===== config.mk =====
export PLATFORM = sky130hd
export DESIGN_NAME = sr_sync_counter
export DESIGN_NICKNAME = d
export VERILOG_FILES = /design/src/rtl/sr_sync_counter.sv
export SDC_FILE = /design/constraint.sdc
export NUM_CORES = 1
export LEC_CHECK = 0
export ABC_CLOCK_PERIOD_IN_PS = 1820
export CAP_MARGIN = 20
export CORE_MARGIN = 1.5
export CORE_UTILIZATION = 41
export CTS_CLUSTER_SIZE = 40
export DETAILED_ROUTE_END_ITERATION = 16
export PLACE_DENSITY_LB_ADDON = 0.15
export SLEW_MARGIN = 15
export SYNTH_ARGS = -nofsm -noshare
export SYNTH_HDL_FRONTEND = slang
export SYNTH_SLANG_ARGS = --single-unit

===== constraint.sdc =====
create_clock -name clk -period 1.82 [get_ports clk]
set_input_delay 0.273 -clock clk [delete_from_list [all_inputs] [get_ports clk]]
set_output_delay 0.273 -clock clk [all_outputs]
set_load 0.05 [all_outputs]

===== src/rtl/sr_sync_counter.sv =====
// Modulo-MODULUS up/down counter whose state is held in SR-style flops:
// S/R excitations are exposed each cycle and the register update is derived from them.
module sr_sync_counter #(
    parameter int WIDTH   = 4,
    parameter int MODULUS = 10
) (
    input  logic             clk,
    input  logic             rst,
    input  logic             en,
    input  logic             up,
    input  logic             load,
    input  logic [WIDTH-1:0] din,
    output logic [WIDTH-1:0] Q,
    output logic [WIDTH-1:0] S,
    output logic [WIDTH-1:0] R,
    output logic             tc,
    output logic             wrap,
    output logic             err
);

    // One extra bit so MODULUS == 2**WIDTH still compares correctly.
    localparam logic [WIDTH:0]   MOD_EXT = (WIDTH+1)'(MODULUS);
    localparam logic [WIDTH-1:0] Q_MAX   = WIDTH'(MODULUS - 1);

    logic [WIDTH-1:0] q_q, q_d, nxt;
    logic             wrap_q, wrap_d;
    logic             err_q, err_d;
    logic             din_ok;

    always_comb begin
        din_ok = ({1'b0, din} < MOD_EXT);
        tc     = en & ~load & ((up & (q_q == Q_MAX)) | (~up & (q_q == '0)));
        nxt    = q_q;
        err_d  = err_q;
        if (load) begin
            nxt = din_ok ? din : '0;
            if (!din_ok) err_d = 1'b1;
        end else if (en) begin
            if (up) nxt = (q_q == Q_MAX) ? '0 : q_q + 1'b1;
            else    nxt = (q_q == '0) ? Q_MAX : q_q - 1'b1;
        end
        // Excitations are disjoint by construction and vanish on hold or reset.
        S      = rst ? '0 : (nxt & ~q_q);
        R      = rst ? '0 : (~nxt & q_q);
        q_d    = (q_q & ~R) | S;
        wrap_d = tc;
    end

    always_ff @(posedge clk or posedge rst) begin
        if (rst) begin
            q_q    <= '0;
            wrap_q <= 1'b0;
            err_q  <= 1'b0;
        end else begin
            q_q    <= q_d;
            wrap_q <= wrap_d;
            err_q  <= err_d;
        end
    end

    assign Q    = q_q;
    assign wrap = wrap_q;
    assign err  = err_q;

endmodule


==> impl_metrics.csv, run 1 <==
group,metric,value,unit
run_status,status,"did not finish",
run_status,lastStage,"clock tree synthesis (4_1_cts)",
run_status,stop_error,"[ERROR DPL-0033] detailed placement checks failed during check placement.",
synthesis,ys_top_cells_by_area,"dfrtp_1, nand2b_1, nor2_1",
synthesis,synth_top_area_cell,"dfrtp_1",
placed_design,port_buffers,23,
synthesis,yosysTopAreaCellShare,25.4,%
synthesis,synth_mux_area_share,0,%
synthesis,avgSynthCellArea,7.79,µm²
synthesis,synth_seq_cells,6,
synthesis,postSynthCellCount,76,
synthesis,synth_fp_nets,85,
synthesis,synth_compound_area_share,32.8,%
clock_tree,cts_root_buffer,"clkbuf_4",
synthesis,synth_area,592,µm²
clock_tree,postCtsSetupBuffers,8,
placed_design,gp_congestion,0.786,
floorplanning,rows,13,
synthesis,synthSimpleGateAreaFrac,32.6,%
clock_tree,clock_sinks,6,
clock_tree,cts-resized-gates,16,
floorplanning,die_h,41.0,µm
synthesis,synth_fa_ha_area_share,0,%
clock_tree,cts_max_path_buffers,2,
synthesis,ys_seq_area_share,25.4,%
synthesis,ys_warn_count,0,
placed_design,placed_area,0.00114,mm²
placed_design,place_hpwl,1710,µm
floorplanning,die_w,41.0,µm
synthesis,synth_xor_area_share,2.96,%
clock_tree,cts_buffers,3,
clock_tree,hold_buffers,0,
floorplanning,initial_utilization,44.9,%
clock_tree,htreeDepth,1,
floorplanning,ioPinCount,24,
synthesis,synth_top_family_by_area,"compound AO/OA/AOI/OAI gates",
synthesis,synth_cell_type_count,36,
## cell families after synthesis
kind of cell	count (synthesis)
compound gates	25
xor+xnor	2
buf+inv	8
flops	6
simple gates	35
## cells in the mapped netlist (all sizes together)
master,count
clkbuf,2
nor2,7
nor2b,1
nand2,6
a31oi,2
and3b,1
nor4,1
o21a,3
a22o,3
o31ai,1
xnor2,1
dfrtp,6
nor3b,1
xor2,1
o32a,1
a21oi,4
and2,1
nor4b,1
or3,2
nor3,2
and4,1
o211a,1
a2111oi,2
o22a,1
a211oi,1
buf,4
nand3,4
o211ai,1
nand3b,1
nand2b,5
o21ai,4
nor4bb,1
o41ai,1
inv,2
## through the flow
step	setup slack, ns	util [%]	setup TNS, ns	std cells
detailed placement	-0.500	86.9	-3.06	130
global placement	-0.424	86.9	-2.50	130
floorplan	-0.389	-	-1.22	76
==> run 2: changes to the inputs <==
--- a/config.mk
+++ b/config.mk
@@ -7,10 +7,9 @@
 export LEC_CHECK = 0
 export ABC_CLOCK_PERIOD_IN_PS = 1820
 export CAP_MARGIN = 20
-export CORE_MARGIN = 1.5
-export CORE_UTILIZATION = 41
-export CTS_CLUSTER_SIZE = 40
+export CORE_AREA = 2 2 63 65
 export DETAILED_ROUTE_END_ITERATION = 16
+export DIE_AREA = 0 0 65 67
 export PLACE_DENSITY_LB_ADDON = 0.15
 export SLEW_MARGIN = 15
 export SYNTH_ARGS = -nofsm -noshare
==> run 2 against run 1 <==
  * The flow now finishes, with violations (setup timing)
  * Synthesized cell count unchanged
  * Area after synthesis unchanged
==> impl_metrics.csv, run 2 <==
group,metric,value,unit
critical_path,startpoint,"up",
floorplanning,ioPinCount,24,
synthesis,postSynthCellCount,76,
flow_run,drv_cap,0,
finish,mostFrequentLayoutCells,"buf_4, buf_12, clkdlybuf4s50_1, nor2_1, nand2_1",
global_routing,track_usage,11.1,%
floorplanning,die_h,67,µm
synthesis,ys_warn_count,0,
synthesis,synth_top_area_cell,"dfrtp_1",
synthesis,synth_cell_type_count,36,
power_and_ir_drop,irDropWorstVdd,0.226,mV
synthesis,synth-edff-count,0,
synthesis,netlist_top_cells_count,"nor2_1, dfrtp_1, nand2_1, nand2b_1",
power_and_ir_drop,p_sw,0.000395,W
sta,fin_crit,2.03,ns
synthesis,synth_ff_type,"dfrtp_1",
clock_tree,cts_tree,"built",
critical_path,crit_path_end_kind,"output pin",
clock_tree,cts_buffers,3,
critical_path,reg2reg_depth,5,
min_path,hold_start,"err",
critical_path,worstPathArrival,1.76,ns
critical_path,start_kind,"input pin",
sta,slew_headroom,67.4,%
min_path,whs_endpoint,"err",
clock_tree,cts_root_buffer,"clkbuf_8",
synthesis,post-synth-top-count-cell,"nor2_1",
drt,drt_iter0_drc,4,
drt,first_pass_iters,4,
placed_design,place_hpwl,1630,µm
synthesis,avgSynthCellArea,7.79,µm²
sta,timing.final.ws_setup,-0.214,ns
floorplanning,rows,22,
floorplanning,die_area,0.00436,mm²
critical_path,crit_fanout,6,
sta,max_slew.worst_pin.slew,0.488,ns
finish,syn_to_final_growth,140,%
synthesis,synth_fp_nets,85,
min_path,hold_depth,1,
synthesis,yosysTopAreaCellShare,25.4,%
finish,final_common_cell,"buf_4",
global_routing,grt.overflow.total,0,
placed_design,port_buffers,23,
global_routing,grt_max_degree,15,
synthesis,ys_seq_area_share,25.4,%
min_path,hp-class,"flip-flop to flip-flop",
drt,wirelength,2130,µm
sta,finalSetupTns,-1.30,ns
clock_tree,clkTransAtPathRegs,0.04,ns
power_and_ir_drop,switching_share,40.0,%
clock_tree,htreeDepth,1,
finish,final_area,0.00142,mm²
global_routing,grt_pass1_wl,3750,µm
critical_path,crit_chain,"dlygate4sd2_1, or3_4, o22a_1, a31oi_1, o21a_2, buf_12",
synthesis,synth_seq_cells,6,
finish,drive_gt1_share,57.8,%
drt,vias_per_cell,4.45,
power_and_ir_drop,internal_power,0.000592,W
critical_path,regToRegSetupSlack,0.25,ns
synthesis,ys_top_cells_by_area,"dfrtp_1, nand2b_1, nor2_1",
drt,post_drt_wl_per_cell,12.1,µm
power_and_ir_drop,p_seq_share,18.5,%
floorplanning,die_w,65,µm
power_and_ir_drop,power_density,695,mW/mm²
synthesis,synth_area,592,µm²
placed_design,placed_area,0.00121,mm²
drt,vias,784,
finish,diodes,0,
critical_path,timing_worst_setup_path_type,"input pin to output pin",
clock_tree,clock_sinks,6,
finish,nets,138,
placed_design,placedCellCount,164,
synthesis,async_flop_share,100,%
critical_path,slowest_stage,"or3_4",
sta,min_period_over_period,112,%
critical_path,slowest_delay,0.45,ns
sta,finClkSkew,0.00366,ns
critical_path,cp.required,1.55,ns
sta,hold_violations,0,
global_routing,grt_pass1_vias,848,
clock_tree,cts_max_path_buffers,2,
sta,slew_viol_final,0,
floorplanning,core,0.00361,mm²
global_routing,antenna_found_initial,0,
power_and_ir_drop,clockPowerShare,21.5,%
power_and_ir_drop,comb_power_share,60.0,%
run_status,failed_checks,"setup timing",
drt,ant_nets,0,
sta,fmax,0.492,GHz
clock_tree,clk_latency,0.22,ns
sta,finalSetupViolations,7,
floorplanning,initial_utilization,16.4,%
finish,final_cells,176,
placed_design,gp_congestion,0.741,
sta,timing.hold.ws,0.467,ns
drt,drc_errors,0,
sta,rsz0062_at_grt,"true",
run_status,status,"finished, violations left",
power_and_ir_drop,p_leak,0.575,nW
[run 2: cell counts after synthesis]
Identical to the previous run, type by type.
[run 2: layout make-up]
type	instances	area (µm²)
sequential	6	155
clock buffer	4	45.0
multi-input combinational	62	589
tap	48	60.1
timing repair buffer	54	563
inverter	2	7.51
fill	381	2190
[run 2: stage by stage]
stage / setup WS (ns) / utilization [%] / total power (W)
floorplan: -0.389 / - / 0.000486
global placement: -0.435 / 33.4 / 0.000674
detailed placement: -0.459 / 33.4 / 0.000678
CTS: -0.252 / 38.7 / 0.000978
global route: -0.293 / 39.4 / 0.00105
finish: -0.214 / 39.4 / 0.000987
[run 2: logic make-up (layout without fill, tap and decap cells)]
logic type | after synthesis | in the layout | synth area share, %
DFF | 6 | 6 | 25.4
AOI/OAI and AO/OA | 25 | 25 | 32.8
buffers and inverters | 8 | 60 | 6.34
xor gates and xnor gates | 2 | 2 | 2.96
and+or+nand+nor | 35 | 35 | 32.6
[run 2: worst max path at each step]
| stage | end | slack, ns | depth (start not counted) |
|---|---|---|---|
| floorplan | S[3] | -0.39 | 5 |
| global placement | R[2] | -0.43 | 6 |
| detailed placement | S[3] | -0.46 | 6 |
| CTS | R[2] | -0.25 | 5 |
| global route | S[2] | -0.29 | 5 |
| finish | S[2] | -0.21 | 6 |
[run 2: critical path, delay by kind of cell]
kind	cells	cell delay [ns]
buffers and inverters	2	0.47
AND/OR/NAND/NOR	1	0.45
AO/OA/AOI/OAI	3	0.57
[run 2: routing by layer]
layer	track usage [%]	vias up	part of all wire, %
li1	-	386	-
met1	13.7	381	44
met2	19.7	15	52
met3	0.507	2	2.8
met4	5.59	0	1.1
met5	0	-	0
[run 2: power by group through the flow]
stage                     Combinational (W)  Sequential, W  Clock [W]
after CTS                          0.000573       0.000186   0.000219
after global routing               0.000632       0.000189   0.000226
after global placement             0.000488       0.000186          0
final                              0.000592       0.000183   0.000212
after floorplan                    0.000261       0.000225          0
after detailed placement           0.000492       0.000186          0
[run 2: timing repair]
| item | in CTS | in global routing |
|---|---|---|
| hold buffers | 0 | 0 |
| pin swaps | 16 | 5 |
| setup buffers | 6 | 2 |
| setup endpoints to repair | 8 | 8 |
| resized for setup | 23 | 2 |
| hold endpoints to repair | 0 | 0 |
No activity file was read; power rests on OpenSTA's default activity.
